$ cat src/rtl/uart_apb_master.sv
`default_nettype none
// ============================================================================
// Module   : uart_apb_master
// Brief    : Streams bytes between valid/ready ports and an APB UART slave.
//            Optional TX retry on slave error: UART_APB_MASTER_ERR_RETRY_EN.
// Revision : 1.0 - initial release
// ============================================================================
module uart_apb_master #(
   parameter int                    ADDR_WIDTH   = 5,
   parameter int                    DATA_WIDTH   = 32,
   parameter logic [ADDR_WIDTH-1:0] TX_DATA_ADDR = 'h14,
   parameter logic [ADDR_WIDTH-1:0] RX_DATA_ADDR = 'h18,
   parameter int                    RX_HOLDOFF   = 2,
   parameter int                    RETRY_GAP    = 16
) (
   input  logic                    clk_i,
   input  logic                    rst_i,
   input  logic [7:0]              tx_data_i,
   input  logic                    tx_valid_i,
   output logic                    tx_ready_o,
   output logic [7:0]              rx_data_o,
   output logic                    rx_valid_o,
   input  logic                    rx_ready_i,
   input  logic                    rx_avail_i,
   output logic                    psel_o,
   output logic                    penable_o,
   output logic                    pwrite_o,
   output logic [ADDR_WIDTH-1:0]   paddr_o,
   output logic [DATA_WIDTH-1:0]   pwdata_o,
   output logic [DATA_WIDTH/8-1:0] pstrb_o,
   input  logic                    pready_i,
   input  logic                    pslverr_i,
   input  logic [DATA_WIDTH-1:0]   prdata_i,
   output logic                    err_o,
   output logic                    busy_o
);

   localparam int STRB_W = DATA_WIDTH / 8;
   localparam int HOLD_W = (RX_HOLDOFF > 1) ? $clog2(RX_HOLDOFF + 1) : 1;

   typedef enum logic [1:0] {
      S_IDLE       = 2'd0,
      S_SETUP      = 2'd1,
      S_ACCESS     = 2'd2,
      S_RETRY_WAIT = 2'd3
   } state_t;

   state_t              r_state;
   state_t              w_state_nxt;
   logic                r_tx_full;
   logic [7:0]          r_tx_data;
   logic                r_rx_valid;
   logic [7:0]          r_rx_data;
   logic [HOLD_W-1:0]   r_holdoff_cnt;
   logic                r_last_grant_tx;
   logic                r_is_write;
   logic                r_err;
   logic                w_tx_req;
   logic                w_rx_req;
   logic                w_grant_tx;
   logic                w_grant_rx;
   logic                w_done;
   logic                w_unused;

`ifdef UART_APB_MASTER_ERR_RETRY_EN
   localparam int RETRY_W = (RETRY_GAP > 1) ? $clog2(RETRY_GAP + 1) : 1;
   logic [RETRY_W-1:0]  r_retry_cnt;
   assign w_unused = ^prdata_i[DATA_WIDTH-1:8];
`else
   assign w_unused = ^{prdata_i[DATA_WIDTH-1:8], RETRY_GAP[0]};
`endif

   // Round-robin: whoever was not served last wins a tie.
   assign w_tx_req   = r_tx_full;
   assign w_rx_req   = rx_avail_i && !r_rx_valid && (r_holdoff_cnt == '0);
   assign w_grant_tx = w_tx_req && (!w_rx_req || !r_last_grant_tx);
   assign w_grant_rx = w_rx_req && !w_grant_tx;
   assign w_done     = (r_state == S_ACCESS) && pready_i;

   assign tx_ready_o = !r_tx_full;
   assign rx_valid_o = r_rx_valid;
   assign rx_data_o  = r_rx_data;
   assign err_o      = r_err;
   assign busy_o     = (r_state != S_IDLE);

   always_ff @(posedge clk_i) begin
      if (rst_i) r_state <= S_IDLE;
      else       r_state <= w_state_nxt;
   end

   always_comb begin
      w_state_nxt = r_state;
      psel_o      = 1'b0;
      penable_o   = 1'b0;
      pwrite_o    = 1'b0;
      paddr_o     = '0;
      pwdata_o    = '0;
      pstrb_o     = '0;
      if (r_state == S_SETUP || r_state == S_ACCESS) begin
         psel_o   = 1'b1;
         pwrite_o = r_is_write;
         paddr_o  = r_is_write ? TX_DATA_ADDR : RX_DATA_ADDR;
         pwdata_o = r_is_write ? DATA_WIDTH'(r_tx_data) : '0;
         pstrb_o  = r_is_write ? STRB_W'(1) : '0;
      end
      case (r_state)
         S_IDLE:   if (w_grant_tx || w_grant_rx) w_state_nxt = S_SETUP;
         S_SETUP:  w_state_nxt = S_ACCESS;
         S_ACCESS: begin
            penable_o = 1'b1;
            if (pready_i) begin
               w_state_nxt = S_IDLE;
`ifdef UART_APB_MASTER_ERR_RETRY_EN
               if (r_is_write && pslverr_i) w_state_nxt = S_RETRY_WAIT;
`endif
            end
         end
`ifdef UART_APB_MASTER_ERR_RETRY_EN
         S_RETRY_WAIT: if (r_retry_cnt <= RETRY_W'(1)) w_state_nxt = S_IDLE;
`endif
         default:  w_state_nxt = S_IDLE;
      endcase
   end

   always_ff @(posedge clk_i) begin
      if (rst_i) begin
         r_tx_full       <= 1'b0;
         r_tx_data       <= '0;
         r_rx_valid      <= 1'b0;
         r_rx_data       <= '0;
         r_holdoff_cnt   <= '0;
         r_last_grant_tx <= 1'b0;
         r_is_write      <= 1'b0;
         r_err           <= 1'b0;
`ifdef UART_APB_MASTER_ERR_RETRY_EN
         r_retry_cnt     <= '0;
`endif
      end else begin
         r_err <= 1'b0;
         if (r_holdoff_cnt != '0) r_holdoff_cnt <= r_holdoff_cnt - HOLD_W'(1);
         if (tx_valid_i && !r_tx_full) begin
            r_tx_full <= 1'b1;
            r_tx_data <= tx_data_i;
         end
         if (r_rx_valid && rx_ready_i) r_rx_valid <= 1'b0;
         if (r_state == S_IDLE && (w_grant_tx || w_grant_rx)) begin
            r_is_write      <= w_grant_tx;
            r_last_grant_tx <= w_grant_tx;
         end
         if (w_done) begin
            if (r_is_write) begin
`ifdef UART_APB_MASTER_ERR_RETRY_EN
               if (pslverr_i) r_retry_cnt <= RETRY_W'(RETRY_GAP);
               else           r_tx_full   <= 1'b0;
`else
               r_tx_full <= 1'b0;
               r_err     <= pslverr_i;
`endif
            end else begin
               if (pslverr_i) begin
                  r_err <= 1'b1;
               end else begin
                  r_rx_data  <= prdata_i[7:0];
                  r_rx_valid <= 1'b1;
               end
               r_holdoff_cnt <= HOLD_W'(RX_HOLDOFF);
            end
         end
`ifdef UART_APB_MASTER_ERR_RETRY_EN
         if (r_state == S_RETRY_WAIT && r_retry_cnt != '0)
            r_retry_cnt <= r_retry_cnt - RETRY_W'(1);
`endif
      end
   end

endmodule
`default_nettype wire

$ cat config.mk
export PLATFORM = sky130hd
export DESIGN_NAME = uart_apb_master
export DESIGN_NICKNAME = d
export VERILOG_FILES = /design/src/rtl/uart_apb_master.sv
export SDC_FILE = /design/constraint.sdc
export NUM_CORES = 1
export LEC_CHECK = 0
export BUFFER_PORTS_ARGS = -buffer_cell sky130_fd_sc_hd__buf_2
export CAP_MARGIN = 20
export CORE_UTILIZATION = 36
export CTS_BUF_LIST = sky130_fd_sc_hd__clkbuf_8
export DETAILED_ROUTE_END_ITERATION = 10
export GPL_ROUTABILITY_DRIVEN = 0
export GPL_TIMING_DRIVEN = 0
export MAX_ROUTING_LAYER = met4
export PLACE_DENSITY = 0.85
export SLEW_MARGIN = 30
export SYNTH_ARGS = -nofsm -noshare
export SYNTH_HDL_FRONTEND = slang
export SYNTH_SLANG_ARGS = --single-unit
$ cat constraint.sdc
create_clock -name clk_i -period 1.5 [get_ports clk_i]
set_clock_uncertainty 0.2 [all_clocks]
set_input_delay 0.3 -clock clk_i [delete_from_list [all_inputs] [get_ports clk_i]]
set_output_delay 0.3 -clock clk_i [all_outputs]
set_load 0.005 [all_outputs]
==> results.md <==
- Outcome: complete, but fails checks
- Violations in the final reports: negative setup slack
- Mapped Avg Cell Area: 8.78 sq um
- Proportion of synthesized flip-flops having asynchronous set or reset: 0%
- Core region area: 3390 sq um
- Startpoint kind of the worst setup timing path: flip-flop
- DRC viols: 0
- Cell type with the largest total area after synthesis: sky130_fd_sc_hd__dfxtp_1
- Nature of the critical path endpoint: output pin
- Critical path's slowest cell: sky130_fd_sc_hd__dfxtp_2
- Global-route wire length before repair: 4510 microns
- Least setup slack across all paths after layout: -0.348 ns
- DR WL/cell: 10.6 microns
- Sw Pwr: 0.683 mW
- Synth Instances: 147
- Pin count of the biggest net entering global routing: 15
- Maximum Capacitance Violations: 0
- Transition time at the pin with the least slew margin: 0.514 ns
- Latest clock arrival within the worst-skew pair: 0.26 ns
- Die height: 61.9 microns
- Instance area at placement: 1710 sq um
- Synthesis-to-layout area growth: 52.8%
- Total GRT Usage: 16.4%
- Final Max Tran Viols: 0
- Number of distinct standard cells referenced by the synthesized netlist: 27
- Clock slew at reported path FFs: 0.09 ns
- Detailed placement HPWL: 2050 microns
- Seq pwr share: 32.2%
- Die ar.: 3830 sq um
- Count of port buffers added during placement: 48
- Final hold violation count: 0
- CTS tree: done
- Overflow left after global routing: 0
- Initial DRT Pass Iterations: 4
- Cells traversed along the worst timing path: inv_4, ha_4, buf_6, and3_4, buf_6
- Worst-case headroom to the max-slew limit: 65.7%
- Highest net fanout along the worst path: 6
- Tightest Hold Check Type: primary input to flip-flop
- Starting utilization of the core area: 38.1%
- Total detailed-routing wirelength: 2960 microns
- Deepest level of the CTS H-tree: 1
- Final critical-path required period: 1.85 ns
- Initial antenna violation count: 0
- Area share of the largest cell type after synthesis: 37.2%
- Clock Tree Root: sky130_fd_sc_hd__clkbuf_8
- Clk buf depth: 2
- Most common library cells after synthesis: 33 x sky130_fd_sc_hd__buf_4, 24 x sky130_fd_sc_hd__dfxtp_1, 17 x sky130_fd_sc_hd__nand2_1
- Share of post-route cells with drive strength above 1: 49.4%
- Worst-case setup slack after placement: -0.178 ns
- Antenna viol nets, final: 0
- Starting DRC count in detailed routing: 11
- FF+latch count, synth: 24
- RSZ-0062 raised after global routing: yes
- Power Total: 2.31 mW
- Via count of the first global-routing pass: 965
- Sequential area share after synthesis: 37.2%
- Total power divided by cell area: 1170 nW/um^2
- Final setup viols: 16
- Mapped cell area: 1290 sq um
- Antenna fix cells: 0
- Max frequency: 0.541 GHz
- Worst Path Required: 1.00 ns
- Worst voltage drop across the vdd grid: 0.621 mV
- Period utilization: 123%
- Number of clock sinks seen by CTS: 24
- Critical path type: flip-flop to output pin
- Vias per Instance: 4.23
- Largest delay share family, worst path: flip-flops
- Dominant register cell in the synthesized netlist: sky130_fd_sc_hd__dfxtp_1
- Most repeated cell in the gate-level netlist after synthesis: sky130_fd_sc_hd__buf_4
- Number of synthesized flops with an enable pin: 0
- Library cell appearing most often on the critical path: sky130_fd_sc_hd__buf_6
- Share of power burned in the clock network: 24.4%
- Final net count: 285
- Hold slack final: 0.0625 ns
- Number of buffers created by CTS: 3
- Cell internal power dissipation: 1.62 mW
- Width of the die: 61.9 microns
- Standard-cell rows: 21
- Arrival @ worst endpoint: 1.35 ns
- Combinational power share: 43.4%
- Yosys warning count: 0
- Number of primary I/O pins: 103
- Total non-filler cell area in the finished layout: 1970 sq um
- Maximum cell stage delay along the critical path: 0.36 ns
- Leakage power: 1.04 nW
- Dominant cells by area after synthesis: sky130_fd_sc_hd__dfxtp_1 37%, sky130_fd_sc_hd__buf_4 19%, sky130_fd_sc_hd__mux2i_1 6.2%
- Switching portion of total power: 29.6%
- Critical path buffer and inverter count: 3
- Total number of vias: 1179
- Aggregate negative setup slack: -4.48 ns
per-stage QoR:
| stage | utilization [%] | std cells |
|---|---|---|
| after global routing | 58.1 | 279 |
| final | 58.1 | 279 |
| after global placement | 50.4 | 269 |
| after floorplan | - | 175 |
| after CTS | 55.3 | 277 |
| after detailed placement | 50.4 | 269 |
power groups by stage:
| stage | logic (mW) | clock network (mW) | registers, mW |
|---|---|---|---|
| after global routing | 1.08 | 0.601 | 0.751 |
| after detailed placement | 0.669 | 0 | 0.739 |
| after global placement | 0.650 | 0 | 0.737 |
| after CTS | 0.875 | 0.568 | 0.740 |
| final | 1.00 | 0.562 | 0.743 |
| after floorplan | 0.464 | 0 | 0.730 |
per-layer routing:
metal / global-route usage [%] / up-vias / wire, microns
met1: 20.4 / 527 / 1240
met2: 27.2 / 42 / 1530
li1: - / 606 / -
met5: - / - / 0
met4: 5.08 / 0 / 29
met3: 2.69 / 4 / 154
registers in the layout (all words and copies together) (netlist names):
signal / flops
r_tx_full: 1
r_holdoff_cnt: 2
r_is_write: 1
rx_valid_o: 1
rx_data_o: 8
r_tx_data: 8
err_o: 1
r_state: 2
path summary, 6_finish.rpt:
path | from | endpoint | slack (ns) | cells past startpoint
hold / removal | prdata_i[6] | rx_data_o[6]$_SDFFE_PP0P_ | 0.06 | 3
setup / recovery | r_state[0]$_SDFFE_PP0P_ | pwdata_o[3] | -0.35 | 5
setup reg to reg | r_state[0]$_SDFFE_PP0P_ | r_state[1]$_SDFFE_PP0P_ | -0.08 | 5
hold reg to reg | rx_data_o[2]$_SDFFE_PP0P_ | rx_data_o[2]$_SDFFE_PP0P_ | 0.25 | 2
repair_timing:
| action | in CTS | in global routing |
|---|---|---|
| hold buffers | 0 | 0 |
| setup buffers | 5 | 2 |
| endpoints found under the hold margin | 0 | 0 |
| setup endpoints to repair | 27 | 22 |
| pin swaps | 3 | 4 |
| resized for setup | 20 | 17 |
worst min-delay path: stages:
cell	delay, ns
sky130_fd_sc_hd__buf_2	0.09
sky130_fd_sc_hd__nand2_1	0.04
sky130_fd_sc_hd__a21oi_1	0.05
layout by cell type (no fill, tap or decap), types with 3 or more instances in the layout:
master                     synthesis  final
sky130_fd_sc_hd__clkbuf_8          0      3
sky130_fd_sc_hd__mux2i_1           8      8
sky130_fd_sc_hd__buf_4            33     37
sky130_fd_sc_hd__and3_1            8      6
sky130_fd_sc_hd__dfxtp_1          24     21
sky130_fd_sc_hd__dfxtp_2           0      3
sky130_fd_sc_hd__conb_1            1     29
sky130_fd_sc_hd__nand2_1          17     17
sky130_fd_sc_hd__a21oi_1          10      8
sky130_fd_sc_hd__buf_6             0     11
sky130_fd_sc_hd__buf_2             3     43
sky130_fd_sc_hd__nor2_1           11     11
cell type report:
type	count	area, sq um
repair buffers	55	344
inverters	5	23.8
plain buffers	38	280
well taps	46	57.6
multi-input cells	107	709
clock inverters	1	30.0
fillers	316	1420
clock buffers	3	41.3
flip-flops and latches	24	484
logic make-up (layout without fill, tap and decap cells):
kind of cell               after synthesis  count (layout)  share of synthesized area [%]
muxes                                    8               8                           6.21
other                                    1              29                          0.291
DFF                                     24              24                           37.2
buffers and inverters                   44             102                           22.7
AOI/OAI and AO/OA                       17              17                           8.63
and+or+nand+nor                         49              49                           21.0
adders and majority gates                4               4                           3.88
No activity file was read; power rests on OpenSTA's default activity.
